File: config.mk
export PLATFORM = sky130hd
export DESIGN_NAME = codeword_arbiter
export DESIGN_NICKNAME = d
export VERILOG_FILES = /design/src/rtl/codeword_arbiter_pkg.sv /design/src/rtl/interleaver_pkg.sv /design/src/rtl/codeword_arbiter_rr_grant2.sv /design/src/rtl/codeword_arbiter.sv
export SDC_FILE = /design/constraint.sdc
export NUM_CORES = 1
export LEC_CHECK = 0
export CAP_MARGIN = 20
export CORE_MARGIN = 2
export CORE_UTILIZATION = 43
export CTS_BUF_LIST = sky130_fd_sc_hd__clkbuf_16
export CTS_CLUSTER_DIAMETER = 200
export DETAILED_ROUTE_END_ITERATION = 10
export MAX_ROUTING_LAYER = met4
export PLACE_DENSITY = 0.94
export SLEW_MARGIN = 15
export SYNTH_ARGS = -nofsm -noshare
export SYNTH_HDL_FRONTEND = slang
export SYNTH_HIERARCHICAL = 1
export SYNTH_SLANG_ARGS = --single-unit
File: constraint.sdc
create_clock -name clk -period 3.5 [get_ports clk]
set_input_delay 0.525 -clock clk [delete_from_list [all_inputs] [get_ports clk]]
set_output_delay 0.525 -clock clk [all_outputs]
set_load 0.1 [all_outputs]
File: src/rtl/codeword_arbiter_pkg.sv
// Types shared by the codeword arbiter and its round-robin grant helper.
package codeword_arbiter_pkg;

    typedef logic [0:0] arb_state_t;
    localparam arb_state_t ST_IDLE = 1'b0;
    localparam arb_state_t ST_BUSY = 1'b1;

    typedef logic [0:0] src_idx_t;

    typedef struct packed {
        logic [7:0] data;
        logic       last;
        logic       sop;
        logic       is_parity;
    } beat_t;

endpackage

File: src/rtl/interleaver_pkg.sv
// Shared constants of the byte interleaver datapath.
package interleaver_pkg;

    localparam int CODEWORD_BYTES = 16;

endpackage

File: src/rtl/codeword_arbiter_rr_grant2.sv
// Two-way round-robin grant: on contention the source not served last wins.
module rr_grant2
    import codeword_arbiter_pkg::*;
(
    input  logic [1:0] req,
    input  src_idx_t   last_served,
    output logic [1:0] gnt
);

    assign gnt[0] = req[0] && (!req[1] || last_served == 1'b1);
    assign gnt[1] = req[1] && (!req[0] || last_served == 1'b0);

endmodule

File: src/rtl/codeword_arbiter.sv
// Merges two codeword byte streams into one, holding the grant for a whole
// codeword and flagging stray bytes and wrong-length codewords.
module codeword_arbiter
    import codeword_arbiter_pkg::*;
#(
    parameter int NUM_SRC  = 2,
    parameter int CW_BYTES = interleaver_pkg::CODEWORD_BYTES
) (
    input  logic       clk,
    input  logic       rst,
    input  logic       s0_axis_valid,
    output logic       s0_axis_ready,
    input  logic [7:0] s0_axis_data,
    input  logic       s0_axis_last,
    input  logic       s0_axis_sop,
    input  logic       s0_axis_is_parity,
    input  logic       s1_axis_valid,
    output logic       s1_axis_ready,
    input  logic [7:0] s1_axis_data,
    input  logic       s1_axis_last,
    input  logic       s1_axis_sop,
    input  logic       s1_axis_is_parity,
    output logic       m_axis_valid,
    input  logic       m_axis_ready,
    output logic [7:0] m_axis_data,
    output logic       m_axis_last,
    output logic       m_axis_sop,
    output logic       m_axis_is_parity,
    output logic       m_axis_src,
    output logic       desync_err,
    output logic       len_err
);

    localparam logic [7:0] LAST_IDX = 8'(CW_BYTES - 1);

    arb_state_t         state_q;
    src_idx_t           grant_q;
    src_idx_t           last_q;
    logic [7:0]         count_q;
    logic [NUM_SRC-1:0] req;
    logic [NUM_SRC-1:0] gnt;
    logic [NUM_SRC-1:0] drain;
    beat_t              beat0;
    beat_t              beat1;
    beat_t              sel;
    logic               sel_valid;
    logic               busy;
    logic               hs;
    logic               at_last_idx;
    logic               cw_end;
    logic               len_bad;

    assign busy  = (state_q == ST_BUSY);
    assign beat0 = '{data: s0_axis_data, last: s0_axis_last, sop: s0_axis_sop, is_parity: s0_axis_is_parity};
    assign beat1 = '{data: s1_axis_data, last: s1_axis_last, sop: s1_axis_sop, is_parity: s1_axis_is_parity};

    assign req[0] = s0_axis_valid && s0_axis_sop;
    assign req[1] = s1_axis_valid && s1_axis_sop;

    // NOTE: state is already IDLE while rst is high, so draining must also be
    // gated by rst itself or ready would rise during reset.
    assign drain[0] = !busy && !rst && s0_axis_valid && !s0_axis_sop;
    assign drain[1] = !busy && !rst && s1_axis_valid && !s1_axis_sop && !drain[0];

    rr_grant2 u_rr_grant2 (
        .req         (req),
        .last_served (last_q),
        .gnt         (gnt)
    );

    // Zero-latency mirror of the granted source while a codeword is in flight.
    assign sel       = (grant_q == 1'b1) ? beat1 : beat0;
    assign sel_valid = (grant_q == 1'b1) ? s1_axis_valid : s0_axis_valid;

    assign m_axis_valid     = busy && sel_valid;
    assign m_axis_data      = busy ? sel.data : 8'h00;
    assign m_axis_last      = busy && sel.last;
    assign m_axis_sop       = busy && sel.sop;
    assign m_axis_is_parity = busy && sel.is_parity;
    assign m_axis_src       = busy ? grant_q : 1'b0;

    assign s0_axis_ready = busy ? (grant_q == 1'b0 && m_axis_ready) : drain[0];
    assign s1_axis_ready = busy ? (grant_q == 1'b1 && m_axis_ready) : drain[1];

    assign hs          = m_axis_valid && m_axis_ready;
    assign at_last_idx = (count_q == LAST_IDX);
    assign cw_end      = hs && (sel.last || at_last_idx);
    assign len_bad     = hs && (sel.last != at_last_idx);

    // NOTE: sequential state uses non-blocking assignments only, so every
    // register here samples the pre-edge values of the others.
    always_ff @(posedge clk or posedge rst) begin
        if (rst) begin
            state_q    <= ST_IDLE;
            grant_q    <= 1'b0;
            last_q     <= 1'b1;
            count_q    <= 8'd0;
            desync_err <= 1'b0;
            len_err    <= 1'b0;
        end else begin
            desync_err <= |drain;
            len_err    <= len_bad;
            if (!busy) begin
                if (|req) begin
                    state_q <= ST_BUSY;
                    grant_q <= (gnt == 2'b10) ? 1'b1 : 1'b0;
                    count_q <= 8'd0;
                end
            end else if (hs) begin
                count_q <= count_q + 8'd1;
                if (cw_end) begin
                    state_q <= ST_IDLE;
                    last_q  <= grant_q;
                end
            end
        end
    end

endmodule

# Word-level counts from Yosys, hierarchy flattened
# Index checks and enable logic that the tools add are counted.
# Widths: inputs -> output; s select.
[totals]
output_inout_bits = 17
reg_bits = 13
in_bits = 27
[classes]
n_bitwise = 3
n_addsub = 1
n_eq_ne = 4
muxes = 14
reduce_logical = 35
[op_table]
columns = ["op", "count"]
rows = [
  ["$mux 8", 4],
  ["$logic_and 1x1->1", 19],
  ["$mux 11", 1],
  ["$mux 1", 9],
  ["$add 8x1->8 const B", 1],
  ["$eq 8x4->1 const B", 1],
  ["$logic_not 1->1", 7],
  ["$reduce_and 2->1", 2],
  ["$reduce_or 2->1", 2],
  ["$logic_or 1x1->1", 3],
  ["$not 1->1", 3],
  ["$reduce_and 3->1", 1],
  ["$eq 2x2->1 const B", 1],
  ["$ne 2x1->1 const B", 1],
  ["$reduce_bool 2->1", 1],
  ["$ne 1x1->1", 1],
]

# Logic depth before layout (Yosys ltp)
# Gate-level depths: netlist (run 1).
[depth]
ltp_word = 7
ltp_mapped = 6
ltp_nobuf = 6

# Cells and area by module
# Netlist (run 1), hierarchy kept.
[by_module_without_submodules]
columns = ["mod", "instances", "cells_each", "area_each_um2", "seq_area_each_um2"]
rows = [
  ["codeword_arbiter", 1, 103, 919.6, 326.6],
  ["rr_grant2", 1, 3, 18.8, 0.0],
]

# Worst setup path before layout (run 1)
# No wires, ideal clock.
[synth_path]
path_type = "input to output"
startpoint = "in s0_axis_sop"
endpoint = "out s0_axis_ready"
arrival_time_ns = 2.926
required_time_ns = 2.975
slack_ns = 0.049
path_stages = 2
cell_sequence = "nand2b_1 > o31ai_1"
[synth_via]
elab_chain_cells = 3
[synth_lines]
columns = ["item", "line_no", "rtl"]
rows = [
  ["start, declared", "codeword_arbiter.sv:15", "input logic s0_axis_sop,"],
  ["$logic_not 1->1", "codeword_arbiter.sv:62", "assign drain[0] = !busy && !rst && s0_axis_valid && !s0_axis_sop;"],
  ["$logic_and 1x1->1", "codeword_arbiter.sv:62", ""],
  ["$mux 1", "codeword_arbiter.sv:82", "assign s0_axis_ready = busy ? (grant_q == 1'b0 && m_axis_ready) : drain[0];"],
  ["end, declared", "codeword_arbiter.sv:12", "output logic s0_axis_ready,"],
]
# Every way passes these cells.

# Final worst setup path (run 1)
[layout_path]
startpoint = "in rst"
endpoint = "out s1_axis_ready"
[layout_via]
elab_chain_cells = 7
elab_cells_between_ends = 9
[layout_lines]
columns = ["item", "line_no", "rtl"]
rows = [
  ["start, declared", "codeword_arbiter.sv:10", "input logic rst,"],
  ["$logic_not 1->1 (no source line) (*)", "n/a", ""],
  ["$logic_and 1x1->1 (*)", "codeword_arbiter.sv:62, codeword_arbiter.sv:63", ""],
  ["$logic_and 1x1->1 (2 in series)", "codeword_arbiter.sv:62", ""],
  ["$logic_not 1->1", "codeword_arbiter.sv:63", "assign drain[1] = !busy && !rst && s1_axis_valid && !s1_axis_sop && !drain[0];"],
  ["$logic_and 1x1->1 (*)", "codeword_arbiter.sv:63", ""],
  ["$mux 1 (*)", "codeword_arbiter.sv:83", "assign s1_axis_ready = busy ? (grant_q == 1'b1 && m_axis_ready) : drain[1];"],
  ["end, declared", "codeword_arbiter.sv:18", "output logic s1_axis_ready,"],
]
# Every way passes the cells marked *; elsewhere a longest branch is shown, timed or not.

==> run_results.csv, run 1 <==
group,metric,value,unit
cts,cts_root_buf,"clkbuf_16",
detailed_routing,dr.pass1.iters,4,
logic_synthesis,synth_compound_area_share,17.20,%
critical_path,cp_cell_sequence,"clkdlybuf4s50_1, inv_1, nand3_1, o2bb2ai_1, buf_4",
timing,finalSetupViolCount,0,
timing,hold_viol,0,
place,dp_hpwl,1859,um
timing,setup_ws,0.9883,ns
pwr,irDropWorstVdd,0.8032,mV
cts,clk_pin_slew,0.04,ns
timing,post-route-period-util,71.76,%
logic_synthesis,yosys.area_share.simple,25.07,%
critical_path,worstSetupPathType,"in -> out",
timing,fmax,0.3981,GHz
global_route,grt_remaining_overflow,0,
detailed_routing,vias,961,
final_layout,antenna_cells,0,
detailed_routing,drtIter0Drc,28,
cts,cts_resized,0,
final_layout,layout_commonest_cell,"clkdlybuf4s50_1",
logic_synthesis,synth_top_family_by_area,"simple AND/OR/NAND/NOR gates",
cts,clk_latency,0.24,ns
final_layout,mostFrequentLayoutCells,"28 x clkdlybuf4s50_1, 15 x buf_4, 14 x nor2_1, 12 x dfrtp_1, 11 x mux2i_1",
critical_path,worstPathBufferInverterCount,3,
place,gp_congestion,0.7703,
global_route,grt.total_usage,20.85,%
global_route,grt_pass1_vias,968,
final_layout,seq_area,326.6,um^2
floorplanning,initial_utilization,46.87,%
floorplanning,fp.dieW,50.72,um
pwr,leakagePower,0.6618,nW
floorplanning,rows,16,
timing,rsz0062_at_grt,"false",
place,portBuffers,43,
global_route,antenna_found_initial,0,
critical_path,crit_path_start_kind,"primary input",
logic_synthesis,yosys.area_share.xor_xnor,0,%
timing,fin_tns_setup,0,ns
critical_path,required,2.97,ns
logic_synthesis,syn_area,938.4,um^2
critical_path,crit_arrival,1.99,ns
timing,maxSlewViolCount,0,
final_layout,fill_cells,145,
timing,worstMarginPinSlew,0.9619,ns
final_layout,layout-drive-gt1-share,17.57,%
detailed_routing,viasPerCell,5.491,
floorplanning,core,0.002002,mm^2
critical_path,cp_max_fo,14,
critical_path,r2r_slack,1.69,ns
logic_synthesis,synth_cell_types,33,
global_route,grt_max_degree,22,
cts,post-cts-setup-buffers,0,
final_layout,multi_input_area,561.8,um^2
final_layout,area_growth,50.53,%
detailed_routing,drc_errors,0,
detailed_routing,drtAntennaViolNets,0,
cts,cts.sinks,13,
floorplanning,die_h,50.72,um
timing,slew_headroom,35.67,%
global_route,grt_pass1_wl,3905,um
final_layout,fin_cells,175,
critical_path,path_delay_family,"buffers and inverters",
cts,clock_path_buffers,2,
job,cap_violations,0,
pwr,p_per_area,986.1,mW/mm^2
logic_synthesis,yosysSeqAreaShare,34.80,%
detailed_routing,drt_wl_total,2368,um
floorplanning,die_area,0.002572,mm^2
cts,cts_tree,"done",
final_layout,finalNetCount,178,
critical_path,worst_setup_path_end_kind,"primary output",
logic_synthesis,yosysWarnings,6,
cts,cts_max_level,1,
outcome,status,"complete, no violations",
detailed_routing,wire_per_inst,13.53,um
logic_synthesis,synth_fa_ha_area_share,2.667,%
critical_path,slowest_stage,"clkdlybuf4s50_1",
logic_synthesis,syn_avg_cell_area,8.853,um^2
cts,cts_made_buffers,3,
worst_hold_path,hold_class,"reg -> reg",
logic_synthesis,ys_seq_elements,13,
critical_path,critical_path.max_stage_delay,0.44,ns
timing,min_period,2.512,ns
timing,finalClockSkew,0.002866,ns
cts,hold_buffers,0,
logic_synthesis,synthMuxAreaShare,14.93,%
place,dp.cells,171,
floorplanning,ioPinCount,44,
logic_synthesis,syn_inst,106,
place,dp_slack,0.9419,ns
logic_synthesis,synth_fp_nets,135,
[cell type report]
cell class | count | area share [%]
Clock inverter | 1 | 0.2657
Timing Repair Buffer | 43 | 27.81
Tap cell | 27 | 2.392
Clock buffer | 3 | 5.314
Sequential cell | 13 | 23.12
Inverter | 5 | 1.329
Multi-Input combinational cell | 83 | 39.77
[cells in the mapped netlist, drive strengths merged]
master   number  area [um^2]
a22o          1        8.760
o21ai        10        50.05
mux2          2        30.03
nor4          3        18.77
inv           5        18.77
ha            2        25.02
a32o          1        10.01
dfrtp        12        300.3
o2bb2ai       1        8.760
buf           5        31.28
nand3         4        20.02
a22oi         1        21.27
and2          5        35.04
o31ai         2        15.01
dfstp         1        26.28
a31oi         1        6.260
nand2b        3        18.77
nand3b        1        7.510
a211o         1        8.760
nand2        10        45.04
a211oi        1        7.510
a221o         1        10.01
and3          5        31.28
nor2         15        58.81
mux2i        11        110.1
a21boi        2        15.02
[cell families after synthesis]
group / count (synthesis)
AO/OA/AOI/OAI: 22
adder cells (fa/ha/maj): 2
AND/OR/NAND/NOR: 46
multiplexers: 13
flip-flops: 13
buffers and inverters: 10
[registers in the layout, indices dropped and copies added (netlist names)]
name        flops
busy            1
desync_err      1
len_err         1
last_q          1
count_q         8
grant_q         1
[final timing paths]
path / from / end / cells after the start
worst max register to register: grant_q / last_q / 4
max in group asynchronous: rst / last_q / 2
min in group asynchronous: rst / desync_err / 2
worst min-delay path: count_q[6] / count_q[6] / 1
worst max-delay path: rst / s1_axis_ready / 5
worst min register to register: count_q[6] / count_q[6] / 1
[where the power goes]
part	total [W]	leakage, nW	switching [W]	internal, W
registers	0.000248	0.171	0.0000637	0.000185
logic	0.000933	0.448	0.000704	0.000229
clock network	0.000212	0.0423	0.0000616	0.000150
total	0.00139	0.662	0.000829	0.000564
[stage by stage]
stage	hold slack [ns]	util [%]	area [um^2]	total power, W
2_1_floorplan	0.4096	-	938.4	0.001020
3_3_place_gp	0.4683	66.63	1334	0.001166
3_5_place_dp	0.5083	66.63	1334	0.001186
4_1_cts	0.5160	70.56	1413	0.001400
5_1_grt	0.5388	70.56	1413	0.001450
6_report	0.5121	70.56	1413	0.001393
[worst reg2reg max path, cell delays in order, from the launching register on]
cell,delay [ns]
dfrtp_1,0.78
mux2i_1,0.23
ha_1,0.26
nor2_2,0.16
mux2_4,0.31
[per-layer routing]
layer / track usage, % / vias up / part of all wire, %
met5: - / - / 0
met4: 12.16 / 0 / 2.1
met3: 2.679 / 4 / 7.0
met2: 38.60 / 52 / 53
met1: 20.73 / 442 / 38
li1: - / 463 / -
Note: power is estimated with default switching activity, not from simulation.
==> inputs of run 2 (changes only) <==
- CORE_UTILIZATION: 43 -> 36
- PLACE_DENSITY: 0.94 -> 0.86
- clock period: 3.5 -> 2.3 ns (I/O delays scaled with it)
==> run_results.csv, run 2 (synthesized netlist as in run 1, its figures left out) <==
group,metric,value,unit
detailed_routing,drt_wl_total,2429,um
place,dp_slack,0.4151,ns
cts,clock_path_buffers,2,
cts,cts.sinks,13,
final_layout,largest_reg_flops,8,
global_route,grt.total_usage,19.52,%
worst_hold_path,hold_depth,1,
cts,hold_buffers,0,
worst_hold_path,holdPathEnd,"count_q[0]",
place,post_dp_cell_area,0.001554,mm^2
place,gp_congestion,0.7466,
cts,cts_tree,"done",
timing,worstMarginPinSlew,0.4955,ns
critical_path,critical_path.max_stage_delay,0.47,ns
pwr,p_per_area,1518,mW/mm^2
cts,clk_latency,0.24,ns
final_layout,final_area,0.001633,mm^2
critical_path,r2r-end,"last_q",
timing,rsz0062_at_grt,"false",
floorplanning,initial_utilization,37.88,%
final_layout,mostFrequentLayoutCells,"26 x clkdlybuf4s50_1, 15 x buf_12, 14 x nor2_1, 12 x dfrtp_1, 11 x mux2i_1",
floorplanning,rows,18,
cts,cts_root_buf,"clkbuf_16",
final_layout,area_growth,74.00,%
global_route,grt_pass1_wl,4002,um
worst_hold_path,hold_class,"reg -> reg",
critical_path,cp_cell_sequence,"inv_1, nand3_1, o2bb2ai_2, buf_12",
cts,cts_resized,0,
pwr,irDropWorstVdd,1.281,mV
critical_path,crit_arrival,1.69,ns
critical_path,crit_path_start_kind,"flip-flop",
detailed_routing,drtAntennaViolNets,0,
critical_path,r2r_slack,0.60,ns
final_layout,antenna_cells,0,
timing,holdWs,0.4947,ns
timing,finalSetupViolCount,0,
final_layout,finalNetCount,181,
timing,slew_headroom,66.93,%
worst_hold_path,hp-start,"count_q[0]",
critical_path,worstPathBufferInverterCount,2,
timing,min_period,2.035,ns
critical_path,path_delay_family,"buffers and inverters",
cts,cts_made_buffers,3,
critical_path,r2r-start,"grant_q",
floorplanning,ioPinCount,44,
cts,post-cts-setup-buffers,0,
outcome,status,"complete, no violations",
detailed_routing,drc_errors,0,
floorplanning,fp.dieW,55.06,um
timing,hold_viol,0,
timing,setup_ws,0.2648,ns
global_route,grt_pass1_vias,938,
global_route,grt_max_degree,17,
final_layout,layout-drive-gt1-share,21.85,%
critical_path,worstSetupPathType,"reg -> out",
job,cap_violations,0,
critical_path,slowest_stage,"dfrtp_1",
final_layout,top_register,"count_q",
critical_path,required,1.96,ns
detailed_routing,viasPerCell,5.282,
place,dp_hpwl,1987,um
critical_path,rr_worst_depth,5,
final_layout,layout_commonest_cell,"clkdlybuf4s50_1",
critical_path,cp_max_fo,16,
timing,post-route-period-util,88.49,%
detailed_routing,drtIter0Drc,14,
global_route,antenna_found_initial,0,
detailed_routing,vias,956,
timing,fmax,0.4914,GHz
timing,maxSlewViolCount,0,
floorplanning,core,0.002477,mm^2
detailed_routing,wire_per_inst,13.42,um
critical_path,worst_setup_path_end_kind,"primary output",
timing,finalClockSkew,0.001895,ns
cts,cts_max_level,1,
detailed_routing,dr.pass1.iters,4,
floorplanning,die_area,0.003031,mm^2
final_layout,final_util,65.91,%
cts,clk_pin_slew,0.04,ns
place,portBuffers,43,
pwr,leakagePower,0.7414,nW
floorplanning,die_h,55.06,um
global_route,grt_remaining_overflow,0,
==> run 2: per-layer routing <==
layer | up-vias | GRT usage, % | share of wire, % | wire length (um)
li1 | 465 | - | - | -
met1 | 440 | 22.02 | 41 | 1001
met2 | 47 | 32.34 | 48 | 1176
met3 | 4 | 5.376 | 8.3 | 201
met4 | 0 | 8.537 | 2.1 | 50
met5 | - | - | 0 | 0
==> run 2: through the flow <==
step                power (W)  setup TNS (ns)  cells
floorplan            0.001562          -2.052    106
global placement     0.002140               0    177
detailed placement   0.002160               0    177
CTS                  0.002491               0    181
global route         0.002575               0    181
finish               0.002479               0    181
==> run 2: layout make-up <==
cell class	count	area [um^2]
clock buffers	3	75.07
inverters	5	18.77
flip-flops and latches	13	326.6
fillers	191	844.6
multi-input cells	83	573.1
well taps	30	37.54
clock inverters	1	3.754
repair buffers	46	598.1
==> run 2: worst register-to-register path: stages (launching register included) <==
cell and delay, ns:
dfrtp_1 0.53, buf_4 0.27, mux2i_1 0.29, ha_1 0.20, nor2_2 0.05, mux2_4 0.29
==> run 2: how the worst max path moves through the flow <==
stage	startpoint	end	slack, ns	depth (start not counted)
after floorplan	busy	m_axis_data[0]	-0.20	5
after global placement	s0_axis_sop	s1_axis_ready	0.43	5
after detailed placement	s0_axis_sop	s1_axis_ready	0.42	5
after CTS	busy	s1_axis_ready	0.27	4
after global routing	busy	s1_axis_ready	0.17	4
final	busy	s1_axis_ready	0.26	4
==> run 2: power breakdown <==
part | internal [W] | leakage (nW) | switching (W)
registers | 0.000282 | 0.171 | 0.0000701
logic | 0.000630 | 0.528 | 0.00117
clock network | 0.000229 | 0.0423 | 0.0000976
total | 0.00114 | 0.741 | 0.00134
